--- src/rtl/matrix_multiply_loader.sv ---
// Streams X then Y into a matrix multiplier's RAMs, starts it, and drains the result RAM as a stream.
// Optional watchdog on the multiplier handshake is enabled by defining MATRIX_LOADER_TIMEOUT_EN.
module matrix_multiply_loader #(
  parameter int unsigned ADDR_WIDTH     = 4,
  parameter int unsigned DATA_WIDTH     = 32,
  parameter int unsigned X_ROWS         = 2,
  parameter int unsigned Y_COLS         = 2,
  parameter int unsigned X_COLS_Y_ROWS  = 2,
  parameter int unsigned TIMEOUT_CYCLES = 1024
) (
  input  logic                  clk,
  input  logic                  rst,
  input  logic                  go,
  input  logic [DATA_WIDTH-1:0] s_data,
  input  logic                  s_valid,
  output logic                  s_ready,
  output logic                  mm_start,
  output logic [ADDR_WIDTH-1:0] mm_ram_addr,
  output logic                  mm_ram_wen,
  output logic [1:0]            mm_ram_sel,
  output logic [DATA_WIDTH-1:0] mm_ram_data_in,
  input  logic                  mm_busy,
  input  logic [DATA_WIDTH-1:0] mm_ram_data_out,
  output logic [DATA_WIDTH-1:0] m_data,
  output logic                  m_valid,
  input  logic                  m_ready,
  output logic                  m_last,
  output logic                  timeout_err
);

  localparam int unsigned X_WORDS = X_ROWS * X_COLS_Y_ROWS;
  localparam int unsigned Y_WORDS = X_COLS_Y_ROWS * Y_COLS;
  localparam int unsigned R_WORDS = X_ROWS * Y_COLS;
  localparam logic [ADDR_WIDTH-1:0] X_LAST = ADDR_WIDTH'(X_WORDS - 1);
  localparam logic [ADDR_WIDTH-1:0] Y_LAST = ADDR_WIDTH'(Y_WORDS - 1);
  localparam logic [ADDR_WIDTH-1:0] R_LAST = ADDR_WIDTH'(R_WORDS - 1);

  localparam logic [1:0] SEL_X = 2'd0;
  localparam logic [1:0] SEL_Y = 2'd1;
  localparam logic [1:0] SEL_R = 2'd2;

  // Matrices must fit the RAM address space and the watchdog needs a nonzero limit.
  if ((X_WORDS > (1 << ADDR_WIDTH)) || (Y_WORDS > (1 << ADDR_WIDTH)) ||
      (R_WORDS > (1 << ADDR_WIDTH)) || (TIMEOUT_CYCLES < 1)) begin : g_bad_cfg
    $error("matrix_multiply_loader: invalid parameter combination");
  end

  typedef enum logic [3:0] {
    IDLE, LOAD_X, LOAD_Y, START, WAIT_HI, WAIT_LO, RD_ADDR, RD_WAIT, OUT, ERR
  } state_t;

  state_t                 state, state_next;
  logic [ADDR_WIDTH-1:0]  index, index_next;
  logic                   s_ready_next, mm_start_next, wen_next, m_valid_next, m_last_next;
  logic [ADDR_WIDTH-1:0]  addr_next;
  logic [1:0]             sel_next;
  logic [DATA_WIDTH-1:0]  data_in_next, m_data_next;
  logic                   accept;
  logic                   timeout_hit;

  assign accept = s_valid && s_ready;

`ifdef MATRIX_LOADER_TIMEOUT_EN
  localparam int unsigned CNT_W = $clog2(TIMEOUT_CYCLES + 1);
  logic [CNT_W-1:0] wait_cnt;
  logic             in_wait;

  assign in_wait     = (state == WAIT_HI) || (state == WAIT_LO);
  assign timeout_hit = in_wait && (wait_cnt == CNT_W'(TIMEOUT_CYCLES - 1));

  // Counts cycles spent waiting on the multiplier; cleared whenever outside the wait states.
  always_ff @(posedge clk) begin
    if (rst) begin
      wait_cnt    <= '0;
      timeout_err <= 1'b0;
    end else begin
      wait_cnt    <= in_wait ? wait_cnt + CNT_W'(1) : '0;
      timeout_err <= (state_next == ERR);
    end
  end
`else
  assign timeout_hit = 1'b0;
  assign timeout_err = 1'b0;
`endif

  // State, index and all registered outputs.
  always_ff @(posedge clk) begin
    if (rst) begin
      state          <= IDLE;
      index          <= '0;
      s_ready        <= 1'b0;
      mm_start       <= 1'b0;
      mm_ram_addr    <= '0;
      mm_ram_wen     <= 1'b0;
      mm_ram_sel     <= 2'd0;
      mm_ram_data_in <= '0;
      m_data         <= '0;
      m_valid        <= 1'b0;
      m_last         <= 1'b0;
    end else begin
      state          <= state_next;
      index          <= index_next;
      s_ready        <= s_ready_next;
      mm_start       <= mm_start_next;
      mm_ram_addr    <= addr_next;
      mm_ram_wen     <= wen_next;
      mm_ram_sel     <= sel_next;
      mm_ram_data_in <= data_in_next;
      m_data         <= m_data_next;
      m_valid        <= m_valid_next;
      m_last         <= m_last_next;
    end
  end

  // Next-state and next-output logic; outputs appear one cycle after the decision.
  always_comb begin
    state_next    = state;
    index_next    = index;
    mm_start_next = 1'b0;
    wen_next      = 1'b0;
    addr_next     = mm_ram_addr;
    sel_next      = mm_ram_sel;
    data_in_next  = mm_ram_data_in;
    m_data_next   = m_data;
    m_valid_next  = m_valid;
    m_last_next   = m_last;

    case (state)
      IDLE: begin
        if (go) begin
          state_next = LOAD_X;
          index_next = '0;
        end
      end
      LOAD_X: begin
        if (accept) begin
          wen_next     = 1'b1;
          addr_next    = index;
          sel_next     = SEL_X;
          data_in_next = s_data;
          if (index == X_LAST) begin
            index_next = '0;
            state_next = LOAD_Y;
          end else begin
            index_next = index + ADDR_WIDTH'(1);
          end
        end
      end
      LOAD_Y: begin
        if (accept) begin
          wen_next     = 1'b1;
          addr_next    = index;
          sel_next     = SEL_Y;
          data_in_next = s_data;
          if (index == Y_LAST) begin
            index_next = '0;
            state_next = START;
          end else begin
            index_next = index + ADDR_WIDTH'(1);
          end
        end
      end
      // The final write is on the RAM port during this cycle; the start pulse follows it.
      START: begin
        mm_start_next = 1'b1;
        state_next    = WAIT_HI;
      end
      WAIT_HI: begin
        if (mm_busy)          state_next = WAIT_LO;
        else if (timeout_hit) state_next = ERR;
      end
      WAIT_LO: begin
        if (!mm_busy) begin
          state_next = RD_ADDR;
          index_next = '0;
          addr_next  = '0;
          sel_next   = SEL_R;
        end else if (timeout_hit) begin
          state_next = ERR;
        end
      end
      RD_ADDR: state_next = RD_WAIT;
      RD_WAIT: begin
        m_data_next  = mm_ram_data_out;
        m_valid_next = 1'b1;
        m_last_next  = (index == R_LAST);
        state_next   = OUT;
      end
      OUT: begin
        if (m_ready) begin
          m_valid_next = 1'b0;
          m_last_next  = 1'b0;
          if (m_last) begin
            state_next = IDLE;
            index_next = '0;
          end else begin
            index_next = index + ADDR_WIDTH'(1);
            addr_next  = index + ADDR_WIDTH'(1);
            sel_next   = SEL_R;
            state_next = RD_ADDR;
          end
        end
      end
      ERR:     state_next = ERR;
      default: state_next = IDLE;
    endcase

    s_ready_next = (state_next == LOAD_X) || (state_next == LOAD_Y);
  end

endmodule
--- config.mk ---
export PLATFORM = sky130hd
export DESIGN_NAME = matrix_multiply_loader
export DESIGN_NICKNAME = d
export VERILOG_FILES = /design/src/rtl/matrix_multiply_loader.sv
export SDC_FILE = /design/constraint.sdc
export NUM_CORES = 1
export LEC_CHECK = 0
export BUFFER_PORTS_ARGS = -buffer_cell sky130_fd_sc_hd__buf_4
export CORE_ASPECT_RATIO = 1.1
export CORE_MARGIN = 10
export CORE_UTILIZATION = 52
export CTS_BUF_LIST = sky130_fd_sc_hd__clkbuf_8
export DETAILED_ROUTE_END_ITERATION = 10
export PLACE_DENSITY = 0.87
export SETUP_SLACK_MARGIN = 0.15
export SYNTH_ARGS = -nofsm -noshare
export SYNTH_HDL_FRONTEND = slang
export SYNTH_SLANG_ARGS = --single-unit
--- constraint.sdc ---
create_clock -name clk -period 3.2 [get_ports clk]
set_clock_uncertainty 0.15 [all_clocks]
set_input_delay 0.16 -clock clk [delete_from_list [all_inputs] [get_ports clk]]
set_output_delay 0.16 -clock clk [all_outputs]
set_load 0.02 [all_outputs]
==> results of run 1 <==
cells by family (layout without fill, tap and decap cells):
logic type | count (synthesis) | in the layout | share of synthesized area
and+or+nand+nor | 196 | 196 | 0.259
AOI/OAI and AO/OA | 95 | 95 | 0.168
DFF | 83 | 83 | 0.504
buffers and inverters | 36 | 232 | 0.0467
xor gates and xnor gates | 2 | 2 | 0.0110
muxes | 2 | 2 | 0.00607
adders and majority gates | 1 | 1 | 0.00379
other | 1 | 4 | 0.00114
flip-flops by register name, indices dropped and copies added, names as in the netlist:
name            count
index               4
m_data             32
m_last              1
m_valid             1
mm_ram_addr         4
mm_ram_data_in     32
mm_ram_sel          2
mm_ram_wen          1
mm_start            1
s_ready             1
state               4
through the flow:
| step | hold slack (ns) | instance area (um2) | cells | setup slack, ns |
|---|---|---|---|---|
| 6_report | 0.0425 | 5270 | 695 | 0.779 |
| 5_1_grt | 0.0827 | 5270 | 695 | 0.589 |
| 3_3_place_gp | 0.257 | 4370 | 612 | 1.00 |
| 3_5_place_dp | 0.265 | 4370 | 612 | 0.885 |
| 2_1_floorplan | 0.146 | 3300 | 416 | 1.10 |
| 4_1_cts | 0.0428 | 5260 | 692 | 0.844 |
layer usage:
layer / track usage / vias to the layer above / share of wire
met3: 0.0996 / 53 / 0.10
met1: 0.269 / 1739 / 0.35
met2: 0.425 / 229 / 0.50
met4: 0.138 / 0 / 0.046
li1: - / 1760 / -
met5: 0 / - / 0
where the power goes:
group	internal [uW]	leakage [uW]	total (uW)	switching, uW
sequential	1050	0.000670	1070	17.3
combinational	146	0.00136	255	109
clock	541	0.000123	936	395
final timing paths:
kind | from | to | cells after the start
max | state[0]$_SDFF_PP0_ | mm_ram_data_in[15]$_SDFFE_PP0P_ | 6
min | m_ready | m_valid$_SDFFE_PP0P_ | 4
max reg2reg | state[0]$_SDFF_PP0_ | mm_ram_data_in[15]$_SDFFE_PP0P_ | 6
min reg2reg | m_data[20]$_SDFFE_PP0P_ | m_data[20]$_SDFFE_PP0P_ | 2
placed cells by master (no fill, tap or decap), types with 3 or more instances in the layout:
master         synthesis  layout
nand2_1              138     138
bufinv_16              0       3
a21oi_1               72      72
clkbuf_8               0      10
dfxtp_1               83      83
nand3_1                9       9
nor2_2                 1       3
inv_1                  5       5
nor3_1                 5       5
nor2_1                20      18
nor3b_1                3       3
buf_4                  2     147
nand2b_1               3       3
diode_2                0       3
o21ai_0                3       3
dlygate4sd3_1          0      64
a211oi_1               3       3
worst min-delay path: cells and delay by family:
family                 cells  cell delay, ns
AO/OA/AOI/OAI              1            0.07
buffers and inverters      1            0.13
AND/OR/NAND/NOR            2            0.15
area by class of cell:
type	instances	area [um2]
Clock inverter	6	111
Antenna cell	3	7.51
Timing Repair Buffer	211	1740
Fill cell	332	888
Multi-Input combinational cell	297	1490
Clock buffer	10	138
Inverter	5	18.8
Tap cell	80	100
Sequential cell	83	1660
cells in the mapped netlist, types with 2 or more instances:
master	n
buf_2	9
a21oi_1	72
nand2_1	138
a31oi_1	2
or4b_1	2
a211oi_1	3
nor2_1	20
mux2i_1	2
o21ai_0	3
dfxtp_1	83
nor3b_1	3
nand3_1	9
nor3_1	5
nor4b_1	2
inv_1	5
nand3b_1	2
or2_2	2
clkbuf_1	20
a21o_1	2
nand2b_1	3
buf_4	2
nor2b_1	2
what timing repair did:
| action | in CTS | in global routing |
|---|---|---|
| hold buffers | 64 | 0 |
| endpoints found under the hold margin | 64 | 0 |
| buffers inserted | 0 | 0 |
==> run metrics, run 1 <==
Post-Synthesis Cell Area 3300 um2; Die W 95.9 um; Reg2Reg Setup Slack 0.78 ns; kind of critical path flop to flop; final hold viol count 0; Leakage 0.00215 uW; Relative slew margins 0.441; worst slew pin tran 0.839 ns; core area 6160 um2; die height 104 um; Synth top area share 0.504; Final Max Tran Viols 0; yosys warns 0; vias in the first global route 3927; clk buf depth 2; Post-Syn Instances 416; final setup vio count 0; CP required 3.31 ns; largest net degree at the start of global routing 83; Startpoint Class flop; die area 9930 um2; CTS H-tree lvls 3; Reg clk slew, reported paths 0.09 ns; first-pass GRT wire length 20.3 mm; setup TNS 0 ns; Tmin final 2.42 ns; CTS tree done; Post-synth top flop dfxtp_1; Routability Congestion 0.856; Layout area overhead 59.8%; RSZ-0062 raised after global routing false; Yosys top cell by area dfxtp_1; Total GRT Usage 0.257; fin crit share 0.756; initial antenna violation count 3; status complete, no violations; post-layout util 0.856; #FFs+latches synth 83; CP endpoint kind flop; IO Pins 146; share of async-settable or async-resettable flops after synthesis 0; nets 678; via count 3781; ordered cell list for the critical path xor2_4 > nand2_1 > nor2_2 > buf_4 > nand2_1 > a21oi_1; Root Buffer clkbuf_8; slowest cell on the critical path dfxtp_1; total power 2260 uW; CTS Sinks 83; Max stage delay on crit path 0.75 ns; DRC violations left 0; Crit Path Max Fanout 20; Post-synth EDFFs 0; total congestion overflow 0; Initial Utilization 0.536; Worst-Skew Late Latency 0.35 ns; Buf/Inv on CP 1; leading post-synthesis cells by cell area dfxtp_1 50%, nand2_1 16%, a21oi_1 11%; drt pass-1 iters 5; Peak VDD IR 0.353 mV; ratio of cells with drive above 1 in the final layout 0.281; IO Port Bufs 144; most frequent CP cell nand2_1; Via-to-Cell Ratio 5.44; DPL Wire Length 7.21 mm; maxcap violations 0; CP delay by family, top flip-flops; Num CTS Buffers 9; sequential-to-total area share from yosys stat 0.504; CTS-repair resized insts 0; post-route ant nets 0; number of DRC markers in iteration 0 365; syn_nets 487; Row Count 30; Max Fclk 0.413 GHz; routed length per instance 18.7 um; Worst Hold Class input port to flop; syn avg cell area 7.93 um2; Netlist cell types 47; WL final 13.0 mm; PD cells 428 nW/um2; WP data arrival 2.53 ns
(Power assumes the default switching activity.)
==> run 2, diff against run 1 <==
--- a/config.mk
+++ b/config.mk
@@ -8,10 +8,10 @@
 export BUFFER_PORTS_ARGS = -buffer_cell sky130_fd_sc_hd__buf_4
 export CORE_ASPECT_RATIO = 1.1
 export CORE_MARGIN = 10
-export CORE_UTILIZATION = 52
+export CORE_UTILIZATION = 49
 export CTS_BUF_LIST = sky130_fd_sc_hd__clkbuf_8
 export DETAILED_ROUTE_END_ITERATION = 10
-export PLACE_DENSITY = 0.87
+export PLACE_DENSITY = 0.83
 export SETUP_SLACK_MARGIN = 0.15
 export SYNTH_ARGS = -nofsm -noshare
 export SYNTH_HDL_FRONTEND = slang
==> constraint.sdc (replaced) <==
create_clock -name clk -period 2.35 [get_ports clk]
set_clock_uncertainty 0.15 [all_clocks]
set_input_delay 0.1175 -clock clk [delete_from_list [all_inputs] [get_ports clk]]
set_output_delay 0.1175 -clock clk [all_outputs]
set_load 0.02 [all_outputs]
==> run 2 against run 1 <==
  * Wire length is 5.1% lower
  * Maximum frequency is 13% higher
  * Flip-flop and latch count stayed put
  * Utilization is 4.6 points lower
  * Hold slack worse by 0.025 ns
  * Sequential share of layout area is 0.064 points lower
  * Non-clock buffer count is 12 higher
  * Sequential power is 36% higher
  * Combinational power is 39% higher
  * Critical path depth stayed put
  * Cell count is 1.6% higher
  * Critical endpoint is now s_ready$_SDFF_PP0_
==> run metrics, run 2 (same netlist as run 1, synthesis figures left out) <==
IO Port Bufs 144; Max stage delay on crit path 0.41 ns; min-delay src rst; Final Max Tran Viols 0; CTS Sinks 83; clk buf depth 2; ordered cell list for the critical path ha_4 > or3b_4 > o31a_1 > a221oi_2 > xor2_1 > nor4b_2; slowest cell on the critical path or3b_4; IO Pins 146; WL final 12.3 mm; via count 3729; first-pass GRT wire length 19.1 mm; core area 6560 um2; number of DRC markers in iteration 0 271; post-route ant nets 0; sequential power share 0.535; area occupied by multi-input gates 1510 um2; Layout area overhead 61.1%; Leakage 0.00218 uW; Worst Setup SP index[1]$_SDFFE_PP0P_; Via-to-Cell Ratio 5.28; kind of critical path flop to flop; DRT met1 WL 4.38 mm; Max Fclk 0.468 GHz; NetSw 674 uW; ratio of cells with drive above 1 in the final layout 0.305; FF+latch area 1670 um2; Clk pwr share 0.334; DRC violations left 0; setup TNS 0 ns; max layer used met4; Total GRT Usage 0.222; CP required 2.45 ns; Row Count 31; maxcap violations 0; Num CTS Buffers 9; Initial Utilization 0.503; Peak VDD IR 0.492 mV; fin crit share 0.908; PD cells 510 nW/um2; WP data arrival 2.24 ns; Crit Path Max Fanout 5; RSZ-0062 raised after global routing false; Top Registers m_data (32), mm_ram_data_in (32); DR WL met2 5.97 mm; nets 690; commonest non-fill, non-tap cell in the layout buf_4; Worst-Skew Late Latency 0.34 ns; Routability Congestion 0.897; Root Buffer clkbuf_8; post-layout util 0.810; most frequent cells in the layout 157 x buf_4, 138 x nand2_1, 77 x dfxtp_1, 72 x a21oi_1, 66 x dlygate4sd3_1; final hold viol count 0; total congestion overflow 0; fin area 5310 um2; Tmin final 2.13 ns; Startpoint Class flop; Layout Cells excl Fill 706; internal power 2030 uW; area post-placement 4430 um2; Filler Cells Inserted 398; die height 106 um; largest net degree at the start of global routing 51; r2r startpoint index[1]$_SDFFE_PP0P_; CTS H-tree lvls 3; final setup vio count 0; Min Hold Slack 0.0177 ns; Comb pwr share 0.131; Routed met3 length 1.37 mm; Reg clk slew, reported paths 0.08 ns; placed insts 621; Relative slew margins 0.554; Worst Hold Class input port to flop; initial antenna violation count 1; CTS tree done; CP endpoint kind flop; vias in the first global route 3758; Reg2Reg Setup Slack 0.22 ns; drt pass-1 iters 4; die area 10400 um2; status complete, no violations; Die W 98.2 um; Net Sw Frac 0.249; worst slew pin tran 0.669 ns; DPL Wire Length 7.44 mm; routed length per instance 17.4 um
-- run 2: cell count changes in the layout (fill, tap and decap cells not counted), sizes merged, moves of 2 or more --
cell         change
bufinv           -3
clkinv           +2
dlygate4sd3      +2
diode            -2
buf             +10
-- run 2: what timing repair did --
| action | CTS | global route |
|---|---|---|
| endpoints found under the hold margin | 65 | 0 |
| buffers inserted | 0 | 3 |
| endpoints found under the setup margin | 6 | 9 |
| pin swaps | 0 | 1 |
| gates resized for setup | 2 | 9 |
| hold buffers | 66 | 0 |
-- run 2: path summary, 6_finish.rpt --
kind | endpoint | cells after the start
setup / recovery | s_ready$_SDFF_PP0_ | 6
hold / removal | m_last$_SDFFE_PP0P_ | 2
setup reg to reg | s_ready$_SDFF_PP0_ | 6
hold reg to reg | mm_ram_data_in[4]$_SDFFE_PP0P_ | 2
-- run 2: worst max-delay path, delay by kind of cell (launching register included) --
kind                     cells  cell delay (ns)
AND/OR/NAND/NOR              2             0.67
AO/OA/AOI/OAI                2             0.53
flip-flops                   1             0.38
adder cells (fa/ha/maj)      1             0.16
XOR/XNOR                     1             0.13
-- run 2: per-layer routing --
metal / GRT usage / vias to the layer above
li1: - / 1783
met1: 0.227 / 1725
met2: 0.365 / 178
met3: 0.111 / 43
met4: 0.123 / 0
met5: 0 / -
-- run 2: power groups by stage --
stage	clock network, uW	logic (uW)	registers [uW]
6_report	904	355	1450
5_1_grt	980	378	1450
2_1_floorplan	0	95.8	1500
3_5_place_dp	0	250	1480
3_3_place_gp	0	245	1480
4_1_cts	915	340	1450
-- run 2: area by class of cell --
type / instances / share of cell area
Timing Repair Buffer: 223 / 0.346
Sequential cell: 83 / 0.315
Multi-Input combinational cell: 297 / 0.284
Clock buffer: 10 / 0.0259
Tap cell: 82 / 0.0193
Clock inverter: 5 / 0.00566
Inverter: 5 / 0.00353
Antenna cell: 1 / 0.000471
-- run 2: metrics by stage --
| stage | power, uW | setup slack, ns |
|---|---|---|
| after detailed placement | 1730 | 0.0663 |
| final | 2710 | 0.215 |
| after CTS | 2700 | 0.0863 |
| after global placement | 1720 | 0.140 |
| after floorplan | 1590 | 0.252 |
| after global routing | 2810 | 0.0970 |
==> run 3, diff against run 2 <==
--- a/config.mk
+++ b/config.mk
@@ -8,10 +8,10 @@
 export BUFFER_PORTS_ARGS = -buffer_cell sky130_fd_sc_hd__buf_4
 export CORE_ASPECT_RATIO = 1.1
 export CORE_MARGIN = 10
-export CORE_UTILIZATION = 49
+export CORE_UTILIZATION = 52
 export CTS_BUF_LIST = sky130_fd_sc_hd__clkbuf_8
 export DETAILED_ROUTE_END_ITERATION = 10
-export PLACE_DENSITY = 0.83
+export PLACE_DENSITY = 0.87
 export SETUP_SLACK_MARGIN = 0.15
 export SYNTH_ARGS = -nofsm -noshare
 export SYNTH_HDL_FRONTEND = slang
==> constraint.sdc (replaced) <==
create_clock -name clk -period 2.6 [get_ports clk]
set_clock_uncertainty 0.15 [all_clocks]
set_input_delay 0.13 -clock clk [delete_from_list [all_inputs] [get_ports clk]]
set_output_delay 0.13 -clock clk [all_outputs]
set_load 0.02 [all_outputs]
==> run 3 against run 2 <==
  * Combinational power shrank 10%
  * Worst setup slack gained 0.064 ns
  * Global-route usage grew 2.2 points
  * Critical path depth is the same
  * Largest cell class unchanged
  * Critical path type unchanged
==> run metrics, run 3 (same netlist as run 1, synthesis figures left out) <==
final setup vio count 0; CTS tree done; Worst Hold Class input port to flop; Relative slew margins 0.568; fin crit share 0.893; ratio of cells with drive above 1 in the final layout 0.285; Min Hold Slack 0.0433 ns; initial antenna violation count 1; Row Count 30; fin area 5250 um2; internal power 2000 uW; Layout area overhead 59.1%; Layout Cells excl Fill 695; WL final 12.5 mm; area post-placement 4390 um2; Total GRT Usage 0.244; Root Buffer clkbuf_8; commonest non-fill, non-tap cell in the layout buf_4; status complete, no violations; Routability Congestion 0.883; DPL Wire Length 7.34 mm; Startpoint Class flop; maxcap violations 0; final hold viol count 0; sequential power share 0.501; Num CTS Buffers 9; CTS H-tree lvls 3; Die W 95.9 um; via count 3769; CP required 2.69 ns; Via-to-Cell Ratio 5.42; nets 681; Reg clk slew, reported paths 0.08 ns; RSZ-0062 raised after global routing false; vias in the first global route 3863; PD cells 499 nW/um2; clk buf depth 2; IO Port Bufs 144; post-route ant nets 0; largest net degree at the start of global routing 43; Reg2Reg Setup Slack 0.28 ns; total congestion overflow 0; Worst-Skew Late Latency 0.34 ns; CP endpoint kind flop; die height 104 um; CTS Sinks 83; placed insts 615; Peak VDD IR 0.369 mV; Max Fclk 0.431 GHz; NetSw 612 uW; most frequent cells in the layout 150 x buf_4, 138 x nand2_1, 81 x dfxtp_1, 72 x a21oi_1, 64 x dlygate4sd3_1; setup TNS 0 ns; Final Max Tran Viols 0; number of DRC markers in iteration 0 233; Net Sw Frac 0.234; Comb pwr share 0.122; IO Pins 146; core area 6160 um2; Top Registers m_data (32), mm_ram_data_in (32); WP data arrival 2.41 ns; Clk pwr share 0.377; routed length per instance 18.0 um; DRC violations left 0; first-pass GRT wire length 19.5 mm; die area 9930 um2; Initial Utilization 0.536; kind of critical path flop to flop; worst slew pin tran 0.648 ns; Leakage 0.00215 uW; drt pass-1 iters 6; Crit Path Max Fanout 6; Tmin final 2.32 ns
-- run 3: cell count changes in the layout (fill, tap and decap cells not counted), sizes merged --
| cell | previous run | this run |
|---|---|---|
| clkbuf | 10 | 9 |
| clkinvlp | 2 | 0 |
| bufinv | 0 | 2 |
| buf | 157 | 150 |
| inv | 5 | 6 |
| dlygate4sd3 | 66 | 64 |
-- run 3: final cells by class --
type	instances	area, um2
Timing Repair Buffer	214	1770
Sequential cell	83	1660
Multi-Input combinational cell	297	1490
Fill cell	325	911
Clock buffer	9	124
Tap cell	80	100
Clock inverter	6	82.6
Inverter	5	18.8
Antenna cell	1	2.50
-- run 3: through the flow --
stage | util | total power, uW | setup slack, ns
2_1_floorplan | - | 1440 | 0.502
3_3_place_gp | 0.714 | 1560 | 0.405
3_5_place_dp | 0.714 | 1570 | 0.303
4_1_cts | 0.851 | 2610 | 0.272
5_1_grt | 0.852 | 2700 | 0.183
6_report | 0.852 | 2620 | 0.279
-- run 3: worst max-delay path, stage by stage (launching register included) --
cell      delay [ns]
dfxtp_1         0.42
ha_1            0.26
or3b_1          0.44
o31a_1          0.31
a221oi_2        0.24
xor2_1          0.11
nor4b_1         0.30
-- run 3: per-layer routing --
metal  part of all wire  up-vias  track usage
li1                   -     1767            -
met1               0.35     1740        0.248
met2               0.51      223        0.417
met3               0.10       39        0.105
met4              0.034        0        0.109
met5                  0        -            0
-- run 3: final timing paths --
check / cells after the start / endpoint / from
setup / recovery: 6 / s_ready$_SDFF_PP0_ / index[0]$_SDFFE_PP0P_
hold reg to reg: 2 / m_data[0]$_SDFFE_PP0P_ / m_data[0]$_SDFFE_PP0P_
setup reg to reg: 6 / s_ready$_SDFF_PP0_ / index[0]$_SDFFE_PP0P_
hold / removal: 4 / m_valid$_SDFFE_PP0P_ / m_ready
-- run 3: power groups by stage --
stage / combinational, uW / sequential (uW) / clock [uW]
2_1_floorplan: 86.6 / 1350 / 0
3_3_place_gp: 222 / 1340 / 0
3_5_place_dp: 226 / 1340 / 0
4_1_cts: 306 / 1310 / 990
5_1_grt: 337 / 1310 / 1050
6_report: 318 / 1310 / 986
-- run 3: timing repair --
| item | 4_1_cts | 5_1_grt |
|---|---|---|
| hold buffers | 64 | 0 |
| gates resized for setup | 0 | 3 |
| endpoints found under the setup margin | 0 | 5 |
| setup buffers | 0 | 0 |
| endpoints found under the hold margin | 64 | 0 |
